## config.mk

```make
export PLATFORM = sky130hd
export DESIGN_NAME = scale_controller
export DESIGN_NICKNAME = d
export VERILOG_FILES = /design/src/rtl/scale_controller.sv
export SDC_FILE = /design/constraint.sdc
export NUM_CORES = 1
export LEC_CHECK = 0
export ABC_AREA = 1
export CORE_UTILIZATION = 51
export CTS_CLUSTER_DIAMETER = 40
export DETAILED_ROUTE_END_ITERATION = 10
export PLACE_DENSITY_LB_ADDON = 0.1
export SLEW_MARGIN = 20
export SYNTH_ARGS = -nofsm -noshare
export SYNTH_HDL_FRONTEND = slang
export SYNTH_SLANG_ARGS = --single-unit
```

## constraint.sdc

```tcl
create_clock -name clk_in -period 2 [get_ports clk_in]
set_input_delay 0.3 -clock clk_in [delete_from_list [all_inputs] [get_ports clk_in]]
set_output_delay 0.3 -clock clk_in [all_outputs]
set_load 0.005 [all_outputs]
```

## src/rtl/scale_controller.sv

```systemverilog
// scale_controller: debounced pushbutton front end that owns the divider's
//   scale value and issues a registered active-low reload pulse on change.
// Latency: a press first sampled at edge 0 yields its event at edge
//   2+DEBOUNCE_CYCLES; scale updates and div_nrst falls at edge 3+DEBOUNCE_CYCLES.
// Backpressure: none upstream; button events that arrive while a reload is in
//   progress are dropped, not queued (busy flags that window).
//
// Ports:
//   clk_in    in   1      system clock, rising edge
//   nrst      in   1      asynchronous active-low reset
//   btn_up    in   1      raw button, increments scale on press
//   btn_down  in   1      raw button, decrements scale on press
//   btn_load  in   1      raw button, loads load_val on press
//   load_val  in   WIDTH  quasi-static load value, sampled on a load event
//   scale     out  WIDTH  registered scale for the divider
//   div_nrst  out  1      registered divider reset, low during a reload
//   busy      out  1      registered, always the complement of div_nrst
//
// Build option: define SCALE_WRAP_EN to make up/down wrap modulo 2^WIDTH
// instead of saturating (default: saturate, no reload when pinned).

// One button path: 2-flop synchroniser, debouncer, registered rising-edge event.
module scale_btn_path #(
  parameter int DEBOUNCE_CYCLES = 16
) (
  input  logic clk_in,
  input  logic nrst,
  input  logic raw,
  output logic press
);

  localparam int DW = (DEBOUNCE_CYCLES > 1) ? $clog2(DEBOUNCE_CYCLES) : 1;
  localparam logic [DW-1:0] DB_LAST = DW'(DEBOUNCE_CYCLES - 1);

  logic          meta;
  logic          sync;
  logic          stable;
  logic          stable_d;
  logic [DW-1:0] db_cnt;

  always_ff @(posedge clk_in or negedge nrst) begin
    if (!nrst) begin
      meta <= 1'b0;
      sync <= 1'b0;
    end else begin
      meta <= raw;
      sync <= meta;
    end
  end

  // The stable level only moves after DEBOUNCE_CYCLES consecutive cycles of
  // disagreement; a single agreeing cycle restarts the count.
  always_ff @(posedge clk_in or negedge nrst) begin
    if (!nrst) begin
      stable <= 1'b0;
      db_cnt <= '0;
    end else if (sync == stable) begin
      db_cnt <= '0;
    end else if (db_cnt == DB_LAST) begin
      stable <= sync;
      db_cnt <= '0;
    end else begin
      db_cnt <= db_cnt + DW'(1);
    end
  end

  // Registered so the event is a clean single-cycle pulse one edge after the
  // stable level rises; releases never generate an event.
  always_ff @(posedge clk_in or negedge nrst) begin
    if (!nrst) begin
      stable_d <= 1'b0;
      press    <= 1'b0;
    end else begin
      stable_d <= stable;
      press    <= stable & ~stable_d;
    end
  end

endmodule

module scale_controller #(
  parameter int              WIDTH           = 8,
  parameter int              DEBOUNCE_CYCLES = 16,
  parameter int              RELOAD_LEN      = 4,
  parameter logic [WIDTH-1:0] SCALE_INIT     = '0
) (
  input  logic             clk_in,
  input  logic             nrst,
  input  logic             btn_up,
  input  logic             btn_down,
  input  logic             btn_load,
  input  logic [WIDTH-1:0] load_val,
  output logic [WIDTH-1:0] scale,
  output logic             div_nrst,
  output logic             busy
);

  localparam int RW = (RELOAD_LEN > 1) ? $clog2(RELOAD_LEN) : 1;
  localparam logic [RW-1:0]    RL_LAST  = RW'(RELOAD_LEN - 1);
  localparam logic [WIDTH-1:0] ONE      = WIDTH'(1);
  localparam logic [WIDTH-1:0] SCALE_MAX = '1;

  typedef enum logic {
    IDLE   = 1'b0,
    RELOAD = 1'b1
  } state_t;

  state_t          state;
  logic [RW-1:0]   rl_cnt;
  logic            ev_up;
  logic            ev_down;
  logic            ev_load;
  logic [WIDTH-1:0] up_val;
  logic [WIDTH-1:0] dn_val;
  logic [WIDTH-1:0] next_scale;

  scale_btn_path #(.DEBOUNCE_CYCLES(DEBOUNCE_CYCLES)) u_up (
    .clk_in (clk_in),
    .nrst   (nrst),
    .raw    (btn_up),
    .press  (ev_up)
  );

  scale_btn_path #(.DEBOUNCE_CYCLES(DEBOUNCE_CYCLES)) u_down (
    .clk_in (clk_in),
    .nrst   (nrst),
    .raw    (btn_down),
    .press  (ev_down)
  );

  scale_btn_path #(.DEBOUNCE_CYCLES(DEBOUNCE_CYCLES)) u_load (
    .clk_in (clk_in),
    .nrst   (nrst),
    .raw    (btn_load),
    .press  (ev_load)
  );

  // Step values stay WIDTH bits wide; the pinned cases are caught by an
  // explicit compare rather than a carry bit.
  always_comb begin
`ifdef SCALE_WRAP_EN
    up_val = scale + ONE;
    dn_val = scale - ONE;
`else
    up_val = (scale == SCALE_MAX) ? scale : scale + ONE;
    dn_val = (scale == '0)        ? scale : scale - ONE;
`endif
  end

  // Load beats up/down; simultaneous up and down cancel.
  always_comb begin
    next_scale = scale;
    if (ev_load) begin
      next_scale = load_val;
    end else if (ev_up && ev_down) begin
      next_scale = scale;
    end else if (ev_up) begin
      next_scale = up_val;
    end else if (ev_down) begin
      next_scale = dn_val;
    end
  end

  // Reset parks the FSM in RELOAD with the counter at 0, so the divider sees
  // SCALE_INIT under a full RELOAD_LEN pulse after nrst releases. Events are
  // only looked at in IDLE, which also keeps scale frozen during a reload.
  always_ff @(posedge clk_in or negedge nrst) begin
    if (!nrst) begin
      state    <= RELOAD;
      rl_cnt   <= '0;
      scale    <= SCALE_INIT;
      div_nrst <= 1'b0;
      busy     <= 1'b1;
    end else begin
      case (state)
        IDLE: begin
          if (next_scale != scale) begin
            scale    <= next_scale;
            state    <= RELOAD;
            rl_cnt   <= '0;
            div_nrst <= 1'b0;
            busy     <= 1'b1;
          end
        end
        RELOAD: begin
          if (rl_cnt == RL_LAST) begin
            state    <= IDLE;
            rl_cnt   <= '0;
            div_nrst <= 1'b1;
            busy     <= 1'b0;
          end else begin
            rl_cnt <= rl_cnt + RW'(1);
          end
        end
      endcase
    end
  end

endmodule

```

After elaboration in Yosys (flattened, before gate mapping)
Index checks and enable logic that the tools add are counted.
{"block": "word_totals", "register_bits": 40, "output_inout_bits": 10}
{"block": "classes", "addsub": 6, "eq_ne": 11, "n_mux": 24, "bitwise_logic": 10, "n_reduce_logical": 7}
{"op": "$mux W8", "n": 6}
{"op": "$mux W4", "n": 6}
{"op": "$add A4 B1 Y4 const B", "n": 3}
{"op": "$eq A4 B4 Y1 const B", "n": 3}
{"op": "$reduce_and A2 Y1", "n": 5}
{"op": "$add A8 B1 Y8 const B", "n": 1}
{"op": "$eq A8 B8 Y1 const B", "n": 1}
{"op": "$logic_not A8 Y1", "n": 1}
{"op": "$ne A8 B8 Y1", "n": 1}
{"op": "$sub A8 B1 Y8 const B", "n": 1}
{"op": "$not A1 Y1", "n": 7}
{"op": "$mux W1", "n": 6}
{"op": "$pmux W1 S2", "n": 3}
{"op": "$mux W2", "n": 2}
{"op": "$pmux W2 S2", "n": 1}
{"op": "$and A1 B1 Y1", "n": 3}
{"op": "$eq A1 B1 Y1", "n": 3}
{"op": "$add A2 B1 Y2 const B", "n": 1}
{"op": "$eq A2 B2 Y1 const B", "n": 1}
{"op": "$ne A2 B1 Y1 const B", "n": 1}
{"op": "$ne A2 B2 Y1 const B", "n": 1}
{"op": "$logic_and A1 B1 Y1", "n": 1}

Logic depth before layout (Yosys ltp)
{"block": "depth", "word_depth": 9, "ltp_mapped": 20}

Modules after synthesis
From an unflattened synthesis, not the netlist that was laid out.
{"block": "unflattened", "cells_unflattened": 336, "area_unflattened_um2": 2416.1}
{"mod": "scale_controller", "n_inst": 1, "cells_per_inst": 243, "area_each_um2": 1428.9, "seq_area_each_um2": 327.8}
{"mod": "scale_btn_path", "n_inst": 3, "cells_per_inst": 31, "area_each_um2": 329.1, "seq_area_each_um2": 225.2}

Worst setup path before layout
OpenSTA, ideal clock, no wires.
{"block": "synth_path", "path_type": "flip-flop to flip-flop", "from": "register scale[0]", "to": "register scale[0]", "setup_ps": 120, "arrival_time_ps": 1953, "required_time_ps": 1880, "setup_slack_ps": -73, "path_stages_with_launch": 19, "path_buffers": 0, "path_cell_list": "dfrtp_1 > ha_1 > nand2_1 > nor2_4 > nand2_2 > nand2_2 > nand2_2 > nand2_2 > nand2_1 > nand3_2 > nand2_2 > nand2_1 > nand2_2 > nor2_4 > nand2_4 > nor2_4 > inv_2 > nand3b_1 > nand2_1"}
{"block": "synth_between", "elab_chain_len": 8}
{"element": "from (decl)", "line": "93", "rtl": "output logic [WIDTH-1:0] scale,"}
{"element": "from (signal assigned)", "line": "178", "rtl": "scale <= next_scale;"}
{"element": "$sub A8 B1 Y8 / $logic_not A8 Y1 (equally long branches)", "line": "146", "rtl": "dn_val = (scale == '0) ? scale : scale - ONE;"}
{"element": "$mux W8", "line": "146"}
{"element": "$mux W8", "line": "159", "rtl": "end else if (ev_down) begin"}
{"element": "$mux W8", "line": "157", "rtl": "end else if (ev_up) begin"}
{"element": "$mux W8", "line": "155", "rtl": "end else if (ev_up && ev_down) begin"}
{"element": "$mux W8", "line": "153", "rtl": "if (ev_load) begin"}
{"element": "$ne A8 B8 Y1", "line": "177", "rtl": "if (next_scale != scale) begin"}
{"element": "$reduce_and A2 Y1 (no line)"}
Several ways; a longest one is shown, not always the timed one.
A chain may end at the register's enable or synchronous reset.

Worst setup path after layout
{"block": "layout_path", "from": "register scale[1]", "to": "register scale[7]"}
The elaborated chain is that of the path after synthesis.

==> impl_metrics.toml <==
[grt]
grt_antenna_before_repair = 0
grt_pass1_wl_mm = 9.183
grt_usage = 0.2360
grt_max_degree = 34
grt_pass1_vias = 2074
overflow = 0

[synthesis]
ys_seq_area_frac = 0.4273
synth_area_mm2 = 0.002349
synth-seq-cells = 40
ys_types = 29
yosysTopAreaCellShare = 0.4049
netlist_instances = 312
yosys_warnings = 0
synth_nets = 332
synthTopCellsByArea = "dfrtp_1 40%, nand2_1 15%, nand3_1 8.1%"
syn_avg_cell_area_um2 = 7.527
yosysTopAreaCell = "dfrtp_1"

[place]
dp_cells = 424
gp_congestion = 0.9394
postPlaceCellArea_mm2 = 0.002928
hpwl_mm = 4.011
io_buffers = 22

[drt]
drc = 0
first_pass_iters = 5
vias_per_cell = 5.048
wl_mm = 5.451
via_count = 2221
routedWlPerCell_um = 12.39
drtIter0Drc = 237
final_antenna_net_count = 0

[worst_setup_path]
crit_slowest_cell = "dfrtp_2"
reg2regPathDepth = 16
path_cells = "ha_4 > nand2_4 > nor2_4 > nand2_4 > buf_4 > nand4_1 > nand3_1 > nand2_1 > nand2_2 > nand3_1 > nand2_2 > nor2_4 > nand2_4 > o21ai_4 > nand2_1 > nand2_1"
cp_slowest_stage_delay_ps = 460
arrival_ps = 2410
crit_family = "simple AND/OR/NAND/NOR gates"
critPathLaunchType = "register"
path_max_fanout = 8
crit_buf_inv = 1
worst-setup-path-type = "register to register"
path_depth = 16
crit_required_ps = 2220
cp-end-kind = "register"

[sta]
setup_slack_ps = -188.1
min_period_ps = 2188
min_period_over_period = 1.094
max_freq_ghz = 0.4570
relSlewSlack = 0.5358
hold_viol_final = 0
rsz0062_at_grt = "yes"
finalSetupViolations = 12
clock_skew_ps = 12.31
slew_viol_final = 0
worstMarginPinSlew_ps = 696.2

[die]
die_h_um = 69.86
coreArea_mm2 = 0.004384
dieArea_mm2 = 0.004880
dieWidth_um = 69.86
floorplan.initialDensity = 0.5357
row_count = 24
ios = 23

[outcome]
status = "finished with violations"
violations = "setup timing"

[layout]
layout_common_cells = "84 x nand2_1, 41 x buf_4, 34 x dfrtp_1"
fin_nets = 407
final_common_cell = "nand2_1"
num_antenna_cells = 0
nFillCells = 335
fin_area_mm2 = 0.003263
synthToLayoutAreaGrowth_pct = 38.95
drive_above_1_share = 0.3067
instances_no_fill = 440

[power_and_ir_drop]
power_mw = 3.001
p_per_area_mw_per_mm2 = 919.8
irDropWorstVdd_mv = 0.6576
p_leak_nw = 1.652

[run]
cap_violations = 0

[clock_network]
clk_pin_slew_worst_paths_ps = 80
cts_root_buf = "clkbuf_8"
cts_buffers = 5
clock_latency_ps = 290
clock_path_buffers = 2
cts_tree = "yes"
h-tree-depth = 2
cts_sinks = 40

[hold_path]
hold_class = "input port to async pin"
-- cells in the mapped netlist --
cell / number
xnor2_1: 6
nand3_2: 2
ha_1: 7
a21oi_1: 10
dfstp_2: 2
nor2_1: 29
mux2i_1: 2
clkinv_1: 1
nand2_2: 7
a21oi_2: 1
xor2_1: 6
or2_2: 4
nand4_1: 3
nand3_1: 38
o21ai_1: 2
buf_2: 1
nand3b_1: 2
nor2_2: 5
o21ai_0: 5
nor2_4: 3
nor3_1: 1
inv_1: 33
buf_4: 1
dfrtp_1: 38
nand2_4: 1
clkbuf_1: 1
inv_2: 4
o21ai_4: 1
nand2_1: 96
-- state kept, by name, indices dropped and copies added, names as in the netlist, 2 cells and up --
| name | flops |
|---|---|
| u_load.db_cnt | 4 |
| scale | 8 |
| rl_cnt | 2 |
| u_up.db_cnt | 4 |
| u_down.db_cnt | 4 |
-- worst paths after layout --
kind	start	to	slack, ps
max	scale[1]	scale[7]	-190
min	nrst	scale[0]	50
max reg2reg	scale[1]	scale[7]	-190
min reg2reg	u_load.meta	u_load.sync	350
max in group asynchronous	nrst	u_down.press	1350
min in group clk_in	u_load.meta	u_load.sync	350
-- through the flow --
step	hold WS, ps	setup TNS (ps)	setup slack [ps]	utilization
floorplan	4.409	0	10.32	-
global placement	333.5	-2350	-243.7	0.6678
detailed placement	337.3	-2345	-234.7	0.6678
CTS	70.87	-1239	-141.8	0.7275
global route	118.3	-3578	-336.5	0.7443
finish	46.71	-1812	-188.1	0.7443
-- repair_timing --
item,4_1_cts,5_1_grt
cloned,0,0
buffers inserted,6,2
setup endpoints to repair,11,12
hold buffers,0,0
gates resized for setup,33,18
pin swaps,14,24
endpoints found under the hold margin,0,0
-- layer usage --
| metal | vias to the layer above | track usage | share of wire |
|---|---|---|---|
| met3 | 12 | 0.02597 | 0.041 |
| met4 | 0 | 0.09111 | 0.022 |
| met1 | 1016 | 0.3068 | 0.44 |
| met2 | 59 | 0.4049 | 0.49 |
| met5 | - | 0 | 0 |
| li1 | 1134 | - | - |
-- cell type report --
class	count	area (um^2)	share of cell area
clock buffers	7	86.33	0.02646
well taps	52	65.06	0.01994
flip-flops and latches	40	1008	0.3090
inverters	38	147.6	0.04525
repair buffers	71	613.1	0.1879
clock inverters	1	7.507	0.002301
multi-input cells	231	1335	0.4091
-- power by group --
group          internal [mW]  leakage, nW  switching [mW]  total, mW
Combinational          0.650         1.09           0.788       1.44
Clock                  0.280       0.0445           0.267      0.547
Sequential             0.926        0.517          0.0907       1.02
-- logic make-up (layout without fill, tap and decap cells) --
kind of cell / after synthesis / in the layout / share of synthesized area
adders and majority gates: 7 / 7 / 0.03729
muxes: 2 / 2 / 0.008525
DFF: 40 / 40 / 0.4273
and+or+nand+nor: 191 / 191 / 0.3676
buffers and inverters: 41 / 117 / 0.06766
AOI/OAI and AO/OA: 19 / 19 / 0.04689
xor gates and xnor gates: 12 / 12 / 0.04475
No activity file was read; power rests on OpenSTA's default activity.
